<file path="src/rtl/layer_seq_ctrl.sv">
// layer_seq_ctrl: layer sequencer for the ping-pong ifmap/result buffer and
// the img2col GEMM engine. Tracks the initial DMA load, issues one conv_en
// pulse per layer, waits for the engine's conv_done, mirrors which bank is
// the tensor source, and grants DMA readback of the final result bank.
//
// Ports:
//   clk, rstn        clock; synchronous active-high reset (asserted = 1)
//   enable           global enable; state/counters/err advance only when 1
//   start            begin a run (num_layers sampled on acceptance)
//   num_layers       layers to execute
//   load_last        DMA accepted the last input beat
//   conv_done        engine finished the current layer
//   rd_req, rd_last  DMA readback request level / last readback beat
//   w_done           pulse: input load complete
//   conv_en          pulse: start a layer / swap banks
//   src_bank         bank read as tensor source (result bank is ~src_bank)
//   layer_idx        index of the running layer
//   busy             high from accepted start until return to IDLE
//   rd_grant         readback permitted
//   done             pulse: all layers computed
//   err              sticky protocol-violation flag
module layer_seq_ctrl #(
  parameter int unsigned LAYER_W = 4
) (
  input  logic               clk,
  input  logic               rstn,
  input  logic               enable,
  input  logic               start,
  input  logic [LAYER_W-1:0] num_layers,
  input  logic               load_last,
  input  logic               conv_done,
  input  logic               rd_req,
  input  logic               rd_last,
  output logic               w_done,
  output logic               conv_en,
  output logic               src_bank,
  output logic [LAYER_W-1:0] layer_idx,
  output logic               busy,
  output logic               rd_grant,
  output logic               done,
  output logic               err
);

  typedef enum logic [2:0] {
    S_IDLE   = 3'd0,
    S_LOAD   = 3'd1,
    S_LOADED = 3'd2,
    S_KICK   = 3'd3,
    S_RUN    = 3'd4,
    S_FIN    = 3'd5,
    S_RDWAIT = 3'd6
  } state_t;

  state_t             state;
  logic [LAYER_W-1:0] layer_cnt;

  // Sequencer state, counters and registered outputs. Pulse outputs are
  // decoded from the state they belong to, so a stalled pulse is issued once
  // on the first enabled cycle in that state.
  always_ff @(posedge clk) begin
    if (rstn) begin
      state     <= S_IDLE;
      layer_cnt <= '0;
      layer_idx <= '0;
      src_bank  <= 1'b0;
      w_done    <= 1'b0;
      conv_en   <= 1'b0;
      done      <= 1'b0;
      busy      <= 1'b0;
      rd_grant  <= 1'b0;
      err       <= 1'b0;
    end else begin
      w_done  <= 1'b0;
      conv_en <= 1'b0;
      done    <= 1'b0;
      if (enable) begin
        // Protocol violations never change the state.
        if ((start && (state != S_IDLE) && (state != S_RDWAIT)) ||
            (conv_done && (state != S_RUN)) ||
            (load_last && (state != S_LOAD)) ||
            (rd_last && !rd_grant)) begin
          err <= 1'b1;
        end

        case (state)
          // A start in RDWAIT abandons the readback and behaves like IDLE.
          S_IDLE, S_RDWAIT: begin
            if (start) begin
              rd_grant <= 1'b0;
              if (num_layers != '0) begin
                layer_cnt <= num_layers;
                layer_idx <= '0;
                busy      <= 1'b1;
                state     <= S_LOAD;
              end else begin
                done  <= 1'b1;
                busy  <= 1'b0;
                state <= S_IDLE;
              end
            end else if (state == S_RDWAIT) begin
              if (rd_grant && rd_last) begin
                rd_grant <= 1'b0;
                busy     <= 1'b0;
                state    <= S_IDLE;
              end else if (rd_req) begin
                rd_grant <= 1'b1;
              end
            end
          end

          S_LOAD: begin
            if (load_last) begin
              state <= S_LOADED;
            end
          end

          S_LOADED: begin
            w_done <= 1'b1;
            state  <= S_KICK;
          end

          // First layer always reads ram_t0; later layers alternate banks.
          S_KICK: begin
            conv_en  <= 1'b1;
            src_bank <= (layer_idx == '0) ? 1'b0 : ~src_bank;
            state    <= S_RUN;
          end

          S_RUN: begin
            if (conv_done) begin
              if (layer_idx == layer_cnt - LAYER_W'(1)) begin
                state <= S_FIN;
              end else begin
                layer_idx <= layer_idx + LAYER_W'(1);
                state     <= S_KICK;
              end
            end
          end

          S_FIN: begin
            done  <= 1'b1;
            state <= S_RDWAIT;
          end

          default: begin
            state <= S_IDLE;
          end
        endcase
      end
    end
  end

endmodule

</file>
<file path="config.mk">
export PLATFORM = sky130hd
export DESIGN_NAME = layer_seq_ctrl
export DESIGN_NICKNAME = d
export VERILOG_FILES = /design/src/rtl/layer_seq_ctrl.sv
export SDC_FILE = /design/constraint.sdc
export NUM_CORES = 1
export LEC_CHECK = 0
export CAP_MARGIN = 5
export CELL_PAD_IN_SITES_DETAIL_PLACEMENT = 0
export CELL_PAD_IN_SITES_GLOBAL_PLACEMENT = 1
export CORE_MARGIN = 5
export CORE_UTILIZATION = 33
export DETAILED_ROUTE_END_ITERATION = 7
export GPL_TIMING_DRIVEN = 0
export PLACE_DENSITY = 0.79
export SLEW_MARGIN = 20
export SYNTH_ARGS = -nofsm -noshare
export SYNTH_HDL_FRONTEND = slang
export SYNTH_SLANG_ARGS = --single-unit
</file>
<file path="constraint.sdc">
create_clock -name clk -period 1.79 [get_ports clk]
set_input_delay 0.537 -clock clk [delete_from_list [all_inputs] [get_ports clk]]
set_output_delay 0.537 -clock clk [all_outputs]
set_load 0.1 [all_outputs]
</file>
After elaboration in Yosys (flattened, before gate mapping)
Cells that the tools add are included.
{"block": "classes", "add_sub_neg": 2, "n_eq_ne": 17, "n_mux": 27, "bitwise_logic": 2, "n_reduce_logical": 27}
{"cell": "2-to-1 mux 3 bit", "n": 6}
{"cell": "one-hot mux 3 bit (6 select lines)", "n": 1}
{"cell": "2-to-1 mux 4 bit", "n": 4}
{"cell": "2-to-1 mux 1 bit", "n": 14}
{"cell": "!= test 3 bit, second input constant", "n": 4}
{"cell": "AND reduction 4 bit", "n": 3}
{"cell": "!= test 2 bit, second input constant", "n": 5}
{"cell": "== test 3 bit, second input constant", "n": 3}
{"cell": "one-hot mux 4 bit (2 select lines)", "n": 1}
{"cell": "== test 3 x 2 -> 1 bit, second input constant", "n": 2}
{"cell": "logical AND 1 bit", "n": 6}
{"cell": "AND reduction 6 bit", "n": 1}
{"cell": "nonzero test 2 bit", "n": 3}
{"cell": "nonzero test 3 bit", "n": 2}
{"cell": "AND reduction 5 bit", "n": 1}
{"cell": "adder 4 x 1 -> 4 bit, second input constant", "n": 1}
{"cell": "== test 4 bit", "n": 1}
{"cell": "logical NOT 4 bit", "n": 1}
{"cell": "AND reduction 2 bit", "n": 2}
{"cell": "nonzero test 4 bit", "n": 1}
{"cell": "OR reduction 2 bit", "n": 2}
{"cell": "subtractor 4 x 1 -> 4 bit, second input constant", "n": 1}
{"cell": "== test 3 x 1 -> 1 bit, second input constant", "n": 1}
{"cell": "logical NOT 3 bit", "n": 1}
{"cell": "5 further kinds", "n": 8}
{"block": "word_totals", "register_bits": 18, "input_bits": 12, "out_inout_bits": 11}

Longest topological paths before layout
{"block": "logic_depth", "word_depth": 7, "depth_mapped": 7}

Worst setup path after synthesis
Ideal clock, no wire load.
{"block": "synth_path", "path_kind": "reg-to-reg", "startpoint": "register layer_idx[2]", "endpoint": "register layer_idx[0]", "setup_time_ps": 121, "arrival_ps": 2249, "required_ps": 1669, "setup_slack_ps": -581, "stages_incl_launch_ff": 6, "path_buffers": 0, "path_cell_list": "dfxtp_1 -> xnor3_1 -> a31oi_1 -> a211oi_1 -> o31a_1 -> mux2_2"}
{"block": "synth_via", "elab_chain_len": 3}
{"element": "start, declared", "line_no": "37", "source": "output logic [LAYER_W-1:0] layer_idx,"}
{"element": "start signal, assigned", "line_no": "134", "source": "layer_idx <= layer_idx + LAYER_W'(1);"}
{"element": "== test 4 bit", "line_no": "131", "source": "if (layer_idx == layer_cnt - LAYER_W'(1)) begin"}
{"element": "!= test 2 bit (no source line)"}
{"element": "AND reduction 6 bit (no source line)"}
No other way between the ends.
A chain may end at the register's enable or synchronous reset.

Worst setup path in the final report
{"block": "layout_path", "startpoint": "register layer_cnt[1]", "endpoint": "register layer_idx[0]"}
{"block": "layout_via", "elab_chain_len": 4}
{"element": "start, declared", "line_no": "55", "source": "logic [LAYER_W-1:0] layer_cnt;"}
{"element": "start signal, assigned", "line_no": "91", "source": "layer_cnt <= num_layers;"}
{"element": "subtractor 4 x 1 -> 4 bit", "line_no": "131"}
{"element": "== test 4 bit", "line_no": "131"}
{"element": "!= test 2 bit (no source line)"}
{"element": "AND reduction 6 bit (no source line)"}
No other way between the ends.

==> summary.md <==
| Metric | Value |
|---|---|
| Antenna viol nets, final | `0` |
| Cell taking the most area after synthesis | `dfxtp_1` |
| Flops & latches, synth | `18` |
| Setup TNS | `0 ns` |
| All-Layer GR Usage | `0.134` |
| Setup-failing EPs final | `0` |
| Critical Path Sink Type | `flip-flop` |
| Required time worst endpoint | `1.99 ns` |
| Sequential area share after synthesis | `0.340` |
| Synthesized area per cell | `8.42 sq um` |
| Synth top area cells | `dfxtp_1, mux2i_1, nor2_1` |
| Most frequent cells in the layout | `nor2_1, buf_2, dfxtp_1` |
| Die X | `approximately 67 um` |
| Die area | `around 0.0044 sq mm` |
| Clock transition at path regs | `roughly 0.11 ns` |
| Worst setup path start | `layer_cnt[1]$_SDFFE_PP0P_` |
| DP Wirelength | `1920 um` |
| Vias per inst | `around 5` |
| Critical path's slowest cell | `dfxtp_2` |
| # hold bufs at CTS | `0` |
| Post-Syn Area | `0.00106 sq mm` |
| Met3 Track Usage GR | `0.0422` |
| Net count after synthesis | `around 140` |
| RR Startpoint | `layer_cnt[1]$_SDFFE_PP0P_` |
| Reg2Reg Setup Slack | `0.03 ns` |
| Number of DRC markers in iteration 0 | `30` |
| Synth-to-layout area growth | `31.0%` |
| GR peak layer | `met2` |
| Worst EP arrival | `1.95 ns` |
| Hold Slack | `roughly 0.48 ns` |
| Top_reg_cell synth | `dfxtp_1` |
| Vias in the first global route | `around 1000` |
| Final min period | `between 1.5 and 2 ns` |
| Worst Path Buf+Inv | `1` |
| Max-slew violation count | `0` |
| Worst r2r dst | `layer_idx[0]$_SDFFE_PP0P_` |
| Placed cells | `around 190` |
| Largest net degree at the start of global routing | `11` |
| Critical Path End | `layer_idx[0]$_SDFFE_PP0P_` |
| Hold Path Class | `reg2reg` |
| Worst Reg-to-Reg Cells | `7` |
| Status | `completed` |
| Antenna violations before repair | `0` |
| CTS tree | `done` |
| Num CTS Buffers | `3` |
| Endpoints failing hold | `0` |
| Yosys top cell area share | `0.340` |
| Commonest non-fill, non-tap cell in the layout | `nor2_1` |
| Io pins | `23` |
| Initial core utilization | `0.345` |
| Placed cell areas | `~0.0013 sq mm` |
| Clk_skew | `around 0.0035 ns` |
| Path length in cells of the critical path | `7` |
| Total global routing overflow | `0` |
| Worst slew pin tran | `0.546 ns` |
| Post-route design area | `around 0.0014 sq mm` |
| P per Cell Area | `roughly 600 mW/mm^2` |
| Non-filler cells, final | `around 200` |
| # Max-Cap Violations | `0` |
| Final Cycle Share | `0.981` |
| Row count | `20` |
| RSZ-0062 raised after global routing | `true` |
| Yosys Warn Count | `0` |
| First-pass GRT wire length | `4550 um` |
| Die Y | `between 60 and 70 um` |
| Drt wl/cell | `between 10 and 15 um` |
| Critical Path Max Stage Delay | `0.36 ns` |
| CTS root buffer | `clkbuf_4` |
| CP cell instances | `inv_2 -> ha_4 -> xor2_1 -> a31oi_1 -> a211oi_2 -> o31a_1 -> mux2_4` |
| Class of the most critical setup path | `reg2reg` |
| Fmax achieved | `~0.57 GHz` |
| Cell variety after synth | `41` |
| DR DRC count | `0` |
| PortBufs | `21` |
| Leakage power | `between 0.5 and 0.6 nW` |
| CTS max path bufs | `2` |
| Clock latency on the worst-skew pair | `~0.3 ns` |
| Post-synth EDFFs | `0` |
| Slew margin rel. | `0.638` |
| Total number of vias | `~1000` |
| TritonRoute pass-1 iters | `4` |
| Total power | `about 830 uW` |
| GR met2 Demand/Resource | `0.212` |
| Ant. Diodes | `0` |
| Clk sinks | `18` |
| Core ar. | `between 0.003 and 0.004 sq mm` |
| Fraction of registers with async set/reset | `0` |
| GP Congestion | `0.780` |
| CP delay by family, top | `compound AO/OA/AOI/OAI gates` |
| Nets | `approximately 170` |
| Peak VDD IR | `0.000312 V` |
| Met1 usage | `0.171` |
| DRT Wirelength | `2630 um` |
| Cells after Synth | `126` |
| H-tree levels | `1` |
| Worst setup SP type | `flip-flop` |
| Share of layout cells above drive strength 1 | `0.309` |
| Critical path fanouts, max | `5` |
[worst register-to-register path, cell delays in order (launching register included)]
cell and delay [ns]:
dfxtp_2 0.36, inv_2 0.05, ha_4 0.22, xor2_1 0.15, a31oi_1 0.23, a211oi_2 0.10
o31a_1 0.29, mux2_4 0.26
[per-stage QoR]
step           worst slack (ns)   util
6_report                 0.0343  0.452
5_1_grt                 -0.0277  0.452
4_1_cts                0.000628  0.454
3_5_place_dp             -0.663  0.438
3_3_place_gp             -0.642  0.438
2_1_floorplan           -0.0624      -
[area by class of cell]
class	count	area [sq um]
clock inverters	1	3.75
fillers	317	1690
multi-input cells	94	699
plain buffers	6	33.8
inverters	7	26.3
flip-flops and latches	18	377
well taps	44	55.1
repair buffers	23	173
clock buffers	3	22.5
[power by group]
part	switching, mW	total (mW)	leakage, nW	internal [mW]
Combinational	0.120	0.197	0.398	0.0771
Clock	0.134	0.215	0.0154	0.0813
Sequential	0.0125	0.422	0.150	0.409
[cells by family after synthesis]
kind of cell,share of synthesized area
AO/OA/AOI/OAI,0.221
AND/OR/NAND/NOR,0.215
flip-flops,0.340
XOR/XNOR,0.0625
multiplexers,0.0684
adder cells (fa/ha/maj),0.0354
buffers and inverters,0.0590
[how the worst min path moves through the flow]
stage | startpoint | to | slack [ns] | depth (start not counted)
2_1_floorplan | layer_cnt[3]$_SDFFE_PP0P_ | layer_cnt[3]$_SDFFE_PP0P_ | 0.48 | 2
3_3_place_gp | err$_SDFFE_PP0P_ | err$_SDFFE_PP0P_ | 0.45 | 1
3_5_place_dp | err$_SDFFE_PP0P_ | err$_SDFFE_PP0P_ | 0.46 | 1
4_1_cts | err$_SDFFE_PP0P_ | err$_SDFFE_PP0P_ | 0.49 | 1
5_1_grt | err$_SDFFE_PP0P_ | err$_SDFFE_PP0P_ | 0.51 | 1
6_report | err$_SDFFE_PP0P_ | err$_SDFFE_PP0P_ | 0.48 | 1
[state kept, by name, indices dropped and copies added, names as in the netlist]
register and flops:
layer_cnt 4, layer_idx 4, state 3, busy 1, conv_en 1, done 1
err 1, rd_grant 1, src_bank 1, w_done 1
[routing by layer]
layer	routed length (um)	share of wire
met5	0	0
met2	1150	0.44
met1	1310	0.50
met4	25	0.0095
met3	144	0.055
[synth_stat cells, drive strengths merged (3+ instances only)]
library cell,n
dfxtp,18
nor2,14
a21oi,9
nand2,9
inv,7
mux2i,5
o21ai,5
clkbuf,4
nor3,4
buf,3
ha,3
nand3,3
o31ai,3
xnor2,3
[what timing repair did]
action,4_1_cts,5_1_grt
endpoints found under the setup margin,24,17
hold endpoints to repair,0,0
resized for setup,58,23
setup buffers,2,0
pin swaps,1,6
No activity file was read; power rests on OpenSTA's default activity.
